`src/rtl/uart_rx.sv`:
```
// ---------------------------------------------------------------------------
// uart_rx -- oversampling UART receiver with a one-byte holding register.
//
// A frame is one start bit (low), N data bits (LSB first) and one stop bit
// (high). The line is sampled OS times per bit. A free-running divider
// produces the sample tick once every DVSR clocks.
//
// Parameters
//   N     data bits per frame (5..8)
//   OS    sample ticks per bit (even, >= 4)
//   DVSR  clk cycles per sample tick (>= 2)
//
// Ports
//   clk        in   system clock, rising-edge active
//   rst        in   asynchronous active-low reset
//   rx         in   serial line, idle high, asynchronous to clk
//   rd         in   consumer pop / acknowledge of the held byte
//   dout       out  received byte, meaningful while valid = 1
//   valid      out  holding register full
//   frame_err  out  one-cycle pulse: stop bit sampled low
//   overrun    out  one-cycle pulse: good frame dropped, holding register full
// ---------------------------------------------------------------------------
module uart_rx #(
  parameter int N    = 8,
  parameter int OS   = 16,
  parameter int DVSR = 163
) (
  input  logic         clk,
  input  logic         rst,
  input  logic         rx,
  input  logic         rd,
  output logic [N-1:0] dout,
  output logic         valid,
  output logic         frame_err,
  output logic         overrun
);

  localparam int CW = $clog2(DVSR);
  localparam int SW = $clog2(OS);
  localparam int NW = $clog2(N);

  localparam logic [CW-1:0] CNT_MAX = CW'(DVSR - 1);
  localparam logic [SW-1:0] S_LAST  = SW'(OS - 1);
  localparam logic [SW-1:0] S_MID   = SW'(OS / 2 - 1);
  localparam logic [NW-1:0] N_LAST  = NW'(N - 1);

  localparam logic [1:0] IDLE  = 2'd0;
  localparam logic [1:0] START = 2'd1;
  localparam logic [1:0] DATA  = 2'd2;
  localparam logic [1:0] STOP  = 2'd3;

  // Synchronizer and edge-detect history. All reset to the idle line level
  // so that a line already low at reset release never looks like an edge.
  logic sync1_q, sync1_d;
  logic sync2_q, sync2_d;
  logic rx_prev_q, rx_prev_d;
  logic rx_s;

  logic [CW-1:0] cnt_q, cnt_d;
  logic          tick;

  logic [1:0]    state_q, state_d;
  logic [SW-1:0] s_q, s_d;
  logic [NW-1:0] n_q, n_d;
  logic [N-1:0]  sh_q, sh_d;

  logic [N-1:0]  dout_q, dout_d;
  logic          valid_q, valid_d;
  logic          ferr_q, ferr_d;
  logic          ovr_q, ovr_d;

  assign rx_s = sync2_q;
  assign tick = (cnt_q == CNT_MAX);

  always_comb begin
    sync1_d   = rx;
    sync2_d   = sync1_q;
    rx_prev_d = rx_s;
    cnt_d     = tick ? '0 : cnt_q + 1'b1;
  end

  always_comb begin
    state_d = state_q;
    s_d     = s_q;
    n_d     = n_q;
    sh_d    = sh_q;
    dout_d  = dout_q;
    valid_d = valid_q;
    ferr_d  = 1'b0;
    ovr_d   = 1'b0;

    // A pop empties the holding register; a load in the same cycle below
    // overrides this, so the register stays full with the new byte.
    if (rd && valid_q) begin
      valid_d = 1'b0;
    end

    case (state_q)
      IDLE: begin
        // Only a genuine 1->0 transition starts a frame; a line that is
        // merely held low (break, stuck line) is ignored.
        if (rx_prev_q && !rx_s) begin
          state_d = START;
          s_d     = '0;
        end
      end

      START: begin
        if (tick) begin
          if (s_q == S_MID) begin
            // Middle of the start bit: still low means a real start bit,
            // high means a glitch and the receiver quietly returns to idle.
            if (!rx_s) begin
              state_d = DATA;
              s_d     = '0;
              n_d     = '0;
            end else begin
              state_d = IDLE;
            end
          end else begin
            s_d = s_q + 1'b1;
          end
        end
      end

      DATA: begin
        if (tick) begin
          if (s_q == S_LAST) begin
            s_d  = '0;
            sh_d = {rx_s, sh_q[N-1:1]};
            if (n_q == N_LAST) begin
              state_d = STOP;
            end else begin
              n_d = n_q + 1'b1;
            end
          end else begin
            s_d = s_q + 1'b1;
          end
        end
      end

      STOP: begin
        if (tick) begin
          if (s_q == S_LAST) begin
            state_d = IDLE;
            s_d     = '0;
            if (rx_s) begin
              // Good frame: load if there is room, counting a same-cycle
              // pop as room; otherwise drop it and keep the held byte.
              if (!valid_q || rd) begin
                dout_d  = sh_q;
                valid_d = 1'b1;
              end else begin
                ovr_d = 1'b1;
              end
            end else begin
              ferr_d = 1'b1;
            end
          end else begin
            s_d = s_q + 1'b1;
          end
        end
      end

      default: begin
        state_d = IDLE;
        s_d     = '0;
        n_d     = '0;
      end
    endcase
  end

  always_ff @(posedge clk or negedge rst) begin
    if (!rst) begin
      sync1_q   <= 1'b1;
      sync2_q   <= 1'b1;
      rx_prev_q <= 1'b1;
      cnt_q     <= '0;
      state_q   <= IDLE;
      s_q       <= '0;
      n_q       <= '0;
      sh_q      <= '0;
      dout_q    <= '0;
      valid_q   <= 1'b0;
      ferr_q    <= 1'b0;
      ovr_q     <= 1'b0;
    end else begin
      sync1_q   <= sync1_d;
      sync2_q   <= sync2_d;
      rx_prev_q <= rx_prev_d;
      cnt_q     <= cnt_d;
      state_q   <= state_d;
      s_q       <= s_d;
      n_q       <= n_d;
      sh_q      <= sh_d;
      dout_q    <= dout_d;
      valid_q   <= valid_d;
      ferr_q    <= ferr_d;
      ovr_q     <= ovr_d;
    end
  end

  assign dout      = dout_q;
  assign valid     = valid_q;
  assign frame_err = ferr_q;
  assign overrun   = ovr_q;

endmodule

```
`config.mk`:
```
export PLATFORM = sky130hd
export DESIGN_NAME = uart_rx
export DESIGN_NICKNAME = d
export VERILOG_FILES = /design/src/rtl/uart_rx.sv
export SDC_FILE = /design/constraint.sdc
export NUM_CORES = 1
export LEC_CHECK = 0
export ABC_AREA = 1
export CORE_MARGIN = 1.5
export CORE_UTILIZATION = 61
export DETAILED_ROUTE_END_ITERATION = 7
export DONT_BUFFER_PORTS = 1
export GPL_TIMING_DRIVEN = 0
export PLACE_DENSITY = 0.89
export REMOVE_ABC_BUFFERS = 1
export SLEW_MARGIN = 10
export SYNTH_ARGS = -nofsm -noshare
export SYNTH_HDL_FRONTEND = slang
export SYNTH_SLANG_ARGS = --single-unit
```
`constraint.sdc`:
```
create_clock -name clk -period 1.89 [get_ports clk]
set_input_delay 0.4725 -clock clk [delete_from_list [all_inputs] [get_ports clk]]
set_output_delay 0.4725 -clock clk [all_outputs]
set_load 0.01 [all_outputs]
```
==> out/qor.yml <==
cts_buffers: 5
yosysTopAreaCell: "dfrtp_1"
num_antenna_cells: 0
cts_sinks: 39
crit_path_end: "dout[0]$_DFFE_PN0P_"
clk_pin_slew_ns: 0.10
fillerInstances: 196
r2r_end: "dout[0]$_DFFE_PN0P_"
path_delay_family: "simple AND/OR/NAND/NOR gates"
routedWlPerCell_um: 12.2
arrival_ns: 1.88
ys_async_sr_fraction_pct: 100
fin_tns_setup_ns: 0
synth_warnings: 0
syn_area_per_cell_sq_um: 8.99
grt_max_degree: 40
synth_seq_area_share_pct: 53.7
synth_edf_count: 0
ys_top_cells_by_count: "nand2_1 (54), dfrtp_1 (36), inv_1 (26)"
fp.dieW_um: 57.7
reg2regPathDepth: 9
area_growth_pct: 7.61
crit_path_end_kind: "register"
synth.area.top_cells: "dfrtp_1 (49%), nand2_1 (11%), inv_1 (5.3%), dfstp_2 (4.3%), o21ai_2 (3.8%)"
status: "finished, violations left"
fmax_ghz: 0.608
grt_antenna_before_repair: 0
portBuffers: 0
grt_pass1_vias: 1162
clk_latency_ns: 0.35
min_path_type: "in -> reg"
p_per_area_nw_per_um2: 1030
min_period_ns: 1.64
routed_wl_um: 2950
syn_inst: 203
via_per_inst: 5.18
htreeDepth: 2
synthMostInstantiatedCell: "nand2_1"
vias: 1254
start_kind: "register"
clk_path_buf_depth: 2
ioPinCount: 15
clock_skew_ns: 0.0126
layout-drive-gt1-share_pct: 17.5
grt_use_total_pct: 20.3
mappedNetlistArea_sq_um: 1830
ir_drop_mv: 0.636
crit_chain: "inv_1, ha_1, nand2_1, nor2_1, nand2_2, inv_4, nand4_4, nand2_1, o21ai_2"
finalSetupViolCount: 0
yosysTopAreaCellShare_pct: 49.3
drtAntennaViolNets: 0
grt_setup_unrepaired: "no"
crit_buf_inv: 2
multi_input_area_sq_um: 707
failed_checks: "DRC"
cp_common_cell: "nand2_1"
crit_fanout: 16
slew_headroom_pct: 79.5
cp.depth: 9
cp.required_ns: 2.12
ys.flop_type: "dfrtp_1"
critPathKind: "reg -> reg"
hold_violations: 0
root_buffer: "clkbuf_4"
grt_overflow: 0
cp-startpoint: "cnt_q[0]$_DFF_PN0_"
cts_tree: "built"
initial_core_util_pct: 65.1
regArea_sq_um: 980
total_power_mw: 2.03
drt_first_pass_iters: 6
slowest_stage: "dfrtp_1"
rr_startpoint: "cnt_q[0]$_DFF_PN0_"
layout.nets: 219
slew_viol_final: 0
drv_cap: 0
grt_pass1_wl_um: 5050
ys_seq_elements: 39
leakage_nw: 0.997
r2r_slack_ns: 0.25
post_synth_num_cell_types: 25
tightest_slew_ns: 0.305
dieArea_sq_um: 3330
die_y_um: 57.7
slowest_delay_ns: 0.42
row_count: 19
core_region_area_sq_um: 2810
post_cts_resized: 0
period_share_pct: 87.0
drt-initial-drc-count: 42
drc_errors: 4
gp_congestion: 0.800
dp_hpwl_um: 2030
[worst register-to-register path: stages (launching register included)]
cell and delay (ns):
dfrtp_1 0.42, inv_1 0.07, ha_1 0.13, nand2_1 0.05, nor2_1 0.12, nand2_2 0.15
inv_4 0.13, nand4_4 0.25, nand2_1 0.18, o21ai_2 0.06
[per-stage QoR]
stage / util (%) / area (sq um) / std cells / setup slack (ns) / hold WS [ns]
finish: 70.0 / 1960 / 242 / 0.246 / 0.120
global route: 70.0 / 1960 / 242 / 0.0767 / 0.0847
CTS: 70.0 / 1960 / 242 / 0.217 / 0.101
detailed placement: 65.9 / 1850 / 232 / 0.219 / 0.178
global placement: 65.9 / 1850 / 232 / 0.269 / 0.178
floorplan: - / 1810 / 201 / 0.426 / 0.177
[placed cells by master, fill, tap and decap left out]
cell,n
nand2_1,54
dfrtp_1,36
inv_1,26
nor2_1,16
o21ai_1,12
nand3_1,9
o21ai_2,8
nand4_1,5
xor2_1,5
inv_2,5
ha_1,5
clkbuf_4,5
nand2_2,4
nor2_2,3
dfstp_2,3
o21ai_0,2
a21oi_1,1
inv_4,1
nor4_1,1
nor2_4,1
nand3_4,1
nand4_4,1
nand3_2,1
or2_0,1
bufinv_16,1
clkbuf_8,1
clkinv_2,1
buf_12,1
dlygate4sd3_1,1
[metal layers]
metal  global-route usage (%)  routed length (um)  part of all wire (%)
met2                     33.4                1440                    49
met3                     6.03                 125                   4.2
met4                     8.97                  54                   1.8
met5                        0                   0                     0
met1                     24.7                1340                    45
[worst min-delay path by stage]
stage / start / to / slack (ns) / cells after the start
after floorplan: rst / async pin / 0.18 / 0
after detailed placement: rst / cnt_q[6]$_DFF_PN0_ / 0.18 / 0
after CTS: rx / sync1_q$_DFF_PN1_ / 0.10 / 0
after global routing: rx / sync1_q$_DFF_PN1_ / 0.08 / 0
after global placement: rst / cnt_q[4]$_DFF_PN0_ / 0.18 / 0
final: rx / sync1_q$_DFF_PN1_ / 0.12 / 0
[logic make-up after synthesis]
family | share of synthesized area [%]
flip-flops | 53.7
adder cells (fa/ha/maj) | 3.43
AND/OR/NAND/NOR | 24.9
buffers and inverters | 7.61
AO/OA/AOI/OAI | 7.95
XOR/XNOR | 2.40
[cell type report]
type                       instances  share of cell area, %
clock inverter                     2                   1.78
inverter                          32                   6.24
tap                               31                   1.97
timing repair buffer               2                   1.53
clock buffer                       6                   2.61
multi-input combinational        130                   36.0
sequential                        39                   49.9
[sequential cells by signal (all words and copies together) (netlist names), named ones only]
signal     count
dout           8
overrun        1
sync1_q        1
valid          1
cnt_q          8
frame_err      1
sh_q           8
s_q            4
state_q        1
rx_prev_d      1
rx_prev_q      1
n_q            3
[timing repair]
item | in CTS | in global routing
setup buffers | 0 | 0
endpoints found under the hold margin | 39 | 0
hold buffers | 2 | 0
[power breakdown]
group | internal (mW) | switching [mW]
clock network | 0.313 | 0.259
logic | 0.156 | 0.326
registers | 0.904 | 0.0730
total | 1.37 | 0.658
Note: power is estimated with default switching activity, not from simulation.
